File: src/rtl/spi_flash_read_ctrl.sv
// W25Q16 READ DATA (0x03) controller: sends the command and a 24-bit address over SPI mode 0, then
// streams READ_LEN bytes out on a valid/ready port, holding SCK low whenever the downstream stalls.
module spi_flash_read_ctrl #(
  parameter int CLK_HALF = 2,
  parameter int READ_LEN = 256,
  parameter int CS_GAP   = 4
) (
  input  logic        clk,
  input  logic        rst_n,
  input  logic        start,
  input  logic [23:0] start_addr,
  input  logic        spi_miso,
  output logic        spi_clk,
  output logic        cs,
  output logic        spi_mosi,
  output logic [7:0]  rd_data,
  output logic        rd_valid,
  input  logic        rd_ready,
  output logic        busy,
  output logic        done
);

  localparam int HW = (CLK_HALF > 1) ? $clog2(CLK_HALF) : 1;
  localparam int GW = (CS_GAP > 1) ? $clog2(CS_GAP) : 1;
  localparam int BW = $clog2(READ_LEN + 1);
  localparam logic [HW-1:0] HMAX = HW'(CLK_HALF - 1);
  localparam logic [GW-1:0] GMAX = GW'(CS_GAP - 1);
  localparam logic [BW-1:0] LAST = BW'(READ_LEN - 1);

  if (READ_LEN < 1) begin : g_bad_len
    $fatal(1, "spi_flash_read_ctrl: READ_LEN must be at least 1");
  end

  typedef enum logic [2:0] {IDLE, SETUP, CMD, ADDR, DATA, GAP, FIN} state_t;

  state_t          state, state_nxt;
  logic [HW-1:0]   hcnt;
  logic [GW-1:0]   gcnt;
  logic [BW-1:0]   byte_cnt;
  logic [4:0]      bcnt;
  logic            rise_q;
  logic            full;
  logic [31:0]     hdr;
  logic [7:0]      sh;

  logic run, stall, tick, rise, fall, gcnt_end, last_byte, drained;
  logic sample, byte_done, load;

  always_comb begin
    run       = (state == CMD) || (state == ADDR) || (state == DATA);
    // Freeze SCK low before a new byte while a finished byte still cannot reach rd_data.
    stall     = (state == DATA) && (bcnt == 5'd0) && !spi_clk && full && rd_valid && !rd_ready;
    tick      = run && !stall && (hcnt == HMAX);
    rise      = tick && !spi_clk;
    fall      = tick && spi_clk;
    gcnt_end  = (gcnt == GMAX);
    last_byte = (byte_cnt == LAST);
    drained   = !full && !rd_valid;
    // MISO is taken one clk after the SCK rising edge, mid high phase.
    sample    = rise_q && (state == DATA);
    byte_done = sample && (bcnt == 5'd7);
    load      = full && (!rd_valid || rd_ready);
  end

  always_ff @(posedge clk or negedge rst_n) begin
    if (!rst_n) state <= IDLE;
    else        state <= state_nxt;
  end

  always_comb begin
    state_nxt = state;
    busy      = 1'b1;
    done      = 1'b0;
    case (state)
      IDLE:  begin
        busy = 1'b0;
        if (start) state_nxt = SETUP;
      end
      SETUP: if (gcnt_end) state_nxt = CMD;
      CMD:   if (fall && bcnt == 5'd7) state_nxt = ADDR;
      ADDR:  if (fall && bcnt == 5'd31) state_nxt = DATA;
      DATA:  if (fall && bcnt == 5'd7 && last_byte) state_nxt = GAP;
      GAP:   if (cs && drained) state_nxt = FIN;
      FIN:   begin
        busy      = 1'b0;
        done      = 1'b1;
        state_nxt = IDLE;
      end
      default: state_nxt = IDLE;
    endcase
  end

  always_ff @(posedge clk or negedge rst_n) begin
    if (!rst_n) begin
      hcnt     <= '0;
      spi_clk  <= 1'b0;
      rise_q   <= 1'b0;
      bcnt     <= '0;
      byte_cnt <= '0;
      gcnt     <= '0;
      cs       <= 1'b1;
      spi_mosi <= 1'b0;
    end else begin
      rise_q <= rise;

      if (!run) begin
        hcnt    <= '0;
        spi_clk <= 1'b0;
      end else if (tick) begin
        hcnt    <= '0;
        spi_clk <= !spi_clk;
      end else if (!stall) begin
        hcnt <= hcnt + 1'b1;
      end

      if (state == IDLE) begin
        bcnt     <= '0;
        byte_cnt <= '0;
      end else if (fall) begin
        if ((state == ADDR && bcnt == 5'd31) || (state == DATA && bcnt == 5'd7)) bcnt <= '0;
        else                                                                     bcnt <= bcnt + 5'd1;
        if (state == DATA && bcnt == 5'd7) byte_cnt <= byte_cnt + 1'b1;
      end

      if (state == SETUP || (state == GAP && !cs)) gcnt <= gcnt_end ? '0 : gcnt + 1'b1;
      else                                        gcnt <= '0;

      if (state == IDLE && start)              cs <= 1'b0;
      else if (state == GAP && !cs && gcnt_end) cs <= 1'b1;

      if (state == SETUP)                             spi_mosi <= hdr[31];
      else if (fall && (state == CMD || state == ADDR)) spi_mosi <= (state == ADDR && bcnt == 5'd31) ? 1'b0 : hdr[30];
      else if (state == IDLE)                          spi_mosi <= 1'b0;
    end
  end

  always_ff @(posedge clk or negedge rst_n) begin
    if (!rst_n) begin
      full     <= 1'b0;
      rd_data  <= '0;
      rd_valid <= 1'b0;
    end else begin
      if (byte_done) full <= 1'b1;
      else if (load) full <= 1'b0;

      if (load) begin
        rd_data  <= sh;
        rd_valid <= 1'b1;
      end else if (rd_valid && rd_ready) begin
        rd_valid <= 1'b0;
      end
    end
  end

  // Header and receive shift registers carry data only; control qualifies every use.
  always_ff @(posedge clk) begin
    if (state == IDLE && start)                       hdr <= {8'h03, start_addr};
    else if (fall && (state == CMD || state == ADDR)) hdr <= {hdr[30:0], 1'b0};

    if (sample) sh <= {sh[6:0], spi_miso};
  end

endmodule
File: config.mk
export PLATFORM = sky130hd
export DESIGN_NAME = spi_flash_read_ctrl
export DESIGN_NICKNAME = d
export VERILOG_FILES = /design/src/rtl/spi_flash_read_ctrl.sv
export SDC_FILE = /design/constraint.sdc
export NUM_CORES = 1
export LEC_CHECK = 0
export BUFFER_PORTS_ARGS = -buffer_cell sky130_fd_sc_hd__clkbuf_2
export CAP_MARGIN = 40
export CORE_MARGIN = 10
export CORE_UTILIZATION = 40
export DETAILED_ROUTE_END_ITERATION = 6
export PLACE_DENSITY = 0.59
export SLEW_MARGIN = 10
export SYNTH_ARGS = -nofsm -noshare
export SYNTH_HDL_FRONTEND = slang
export SYNTH_SLANG_ARGS = --single-unit
export TNS_END_PERCENT = 50
File: constraint.sdc
create_clock -name clk -period 2.16 [get_ports clk]
set_clock_uncertainty 0.15 [all_clocks]
set_input_delay 0.432 -clock clk [delete_from_list [all_inputs] [get_ports clk]]
set_output_delay 0.432 -clock clk [all_outputs]
set_load 0.01 [all_outputs]
==> flow_summary.toml <==
[outcome]
outcome = "finished clean"

[placement]
port_buffers = 42
pre_cts_slack_ps = 123
place_hpwl_mm = 4.51
gp_congestion = 0.775

[cells_and_area]
syn_to_final_growth_pct = 21.9
multi_input_area_um2 = 1220
drive_gt1_frac = 0.339
final_cell_mix = "42 x clkbuf_2, 33 x dfrtp_1, 32 x edfxtp_1, 31 x mux2_2, 30 x nand2_1"
diodes = 0
num-fill-cells = 721
fin_nets = 363
final_common_cell = "clkbuf_2"
register_area_um2 = 1970

[route]
drc_errors = 0
drt_iter0_markers = 68
vias_per_cell = 4.94
drt_wl_total_mm = 6.38
drtPass1Iterations = 4
final_antenna_net_count = 0
vias = 2148
avgRoutedWirePerCell_um = 14.7

[yosys]
synth_seq_cells = 74
async_flop_share = 0.459
synth_top_area_share = 0.293
synth.net_count = 304
post_synth.cell_area_avg_um2 = 12.2
ys_types = 47
synth_edf_count = 32
ys_seq_area_frac = 0.602
synthFlopType = "dfrtp_1"
syn_area_um2 = 3280
synth_top_area_cell = "edfxtp_1"
synth_area_leaders = "edfxtp_1 29%, dfrtp_1 25%, mux2_2 11%"
yosysWarnings = 0
synthCells = 269

[timing]
finalSetupViolCount = 0
period_share = 0.942
period_needed_ps = 2040
worstMarginPinSlew_ps = 478
fmax_mhz = 491
rsz0062_at_grt = "false"
maxSlewHeadroom = 0.681
finalMaxSlewViolations = 0
tns_ps = 0
hold_viol_final = 0
setup_ws_ps = 124

[grt]
grt_use_total = 0.110
grt_busiest_layer = "met2"
antenna_found_initial = 0
grt_pass1_wl_mm = 11.2
grt_overflow = 0
grt_pass1_vias = 2194
use_met1 = 0.146
met3_usage = 0.0486
grt_max_degree = 33
use_met2 = 0.150

[min_path]
min_path_type = "input port to flip-flop"

[critical_path]
cp.required_ps = 1580
crit_fanout = 16
cp-end-kind = "output port"
cp-start-kind = "flip-flop"
criticalPathCategory = "flip-flop to output port"
cp.arrival_ps = 1450

[pwr]
seq_power_share = 0.458
p_per_area_nw_per_um2 = 1010
intPower_uw = 2910
irDropWorstVdd_uv = 457
p_sw_uw = 1130
p_leak_uw = 0.00169
clkPwrFrac = 0.311
power_uw = 4040
power_frac_comb = 0.231
swShare = 0.279

[job]
maxCapViolCount = 0

[cts]
clock-sinks = 74
h-tree-depth = 3
cts_buffers = 9
ctsRootBufferMaster = "clkbuf_8"
clk_latency_ps = 350
cts_tree = "built"
cts_max_path_buffers = 2
path_clk_slew_ps = 90

[die]
die-area_um2 = 12200
fp-row-count = 32
die_width_um = 111
start_util = 0.418
ios = 43
die_height_um = 111
core_region_area_um2 = 7850
==> power by group through the flow <==
stage	Combinational (uW)	Sequential, uW	Clock, uW
3_5_place_dp	928	1880	0
3_3_place_gp	927	1870	0
4_1_cts	932	1850	1290
6_report	933	1850	1260
2_1_floorplan	620	1850	0
5_1_grt	1060	1880	1350
==> registers in the layout, summed over array words and instances (netlist names) <==
register and count:
gcnt 2, rd_valid 1, rise_q 1, sh 8
spi_mosi 1, spi_clk 1, hcnt 1, hdr 32
rd_data 8, state 3, byte_cnt 9, bcnt 5
cs 1, full 1
==> path summary, 6_finish.rpt <==
check                              end  slack (ps)  cells past startpoint      from
max in group asynchronous           cs         890                      3     rst_n
setup / recovery                  busy         120                      5  state[1]
setup reg to reg           byte_cnt[8]         150                      7   bcnt[0]
min in group asynchronous      bcnt[0]         420                      2     rst_n
hold / removal                   sh[0]         100                      1  spi_miso
hold reg to reg                  sh[4]         300                      0     sh[3]
==> per-stage QoR <==
step	util	hold slack (ps)	cell area (um^2)	std cells
finish	0.509	104	4000	435
floorplan	-	-13.6	3280	269
CTS	0.508	86.8	3980	435
global route	0.509	76.8	4000	435
global placement	0.476	264	3740	418
detailed placement	0.476	273	3740	418
==> cell families (layout without fill, tap and decap cells) <==
family | count (synthesis) | count (layout) | share of synthesized area
adder cells (fa/ha/maj) | 6 | 6 | 0.0229
flip-flops | 74 | 74 | 0.602
AO/OA/AOI/OAI | 39 | 39 | 0.0775
buffers and inverters | 24 | 88 | 0.0305
AND/OR/NAND/NOR | 89 | 89 | 0.144
XOR/XNOR | 3 | 3 | 0.00801
multiplexers | 34 | 34 | 0.116
==> critical path, cell delays in order (launching register included) <==
cell	delay, ps
dfrtp_1	380
buf_4	190
nor3_2	190
buf_4	190
nor2_1	40
clkbuf_2	120
==> layout make-up <==
| type | count | share of cell area |
|---|---|---|
| tap | 102 | 0.0319 |
| timing repair buffer | 61 | 0.0983 |
| clock inverter | 5 | 0.0213 |
| clock buffer | 11 | 0.0382 |
| inverter | 11 | 0.0103 |
| sequential | 74 | 0.494 |
| multi-input combinational | 171 | 0.306 |
==> cells in the mapped netlist, types with 6 or more instances <==
cell	count
dfrtp_1	33
edfxtp_1	32
mux2_2	31
nand2_1	30
nor2_1	13
inv_1	11
a21oi_1	10
clkbuf_1	10
o21ai_0	9
dfxtp_1	8
nand2b_1	7
nand3_1	7
and3_1	6
ha_1	6
==> timing repair <==
action / in CTS / in global routing
hold endpoints to repair: 15 / 0
setup buffers: 0 / 0
endpoints found under the setup margin: 0 / 3
hold buffers: 1 / 0
resized for setup: 0 / 3
==> per-layer routing <==
layer | vias up | wire (um)
met5 | - | 0
met2 | 40 | 2760
li1 | 1083 | -
met3 | 7 | 406
met1 | 1018 | 3140
met4 | 0 | 76
Note: power is estimated with default switching activity, not from simulation.
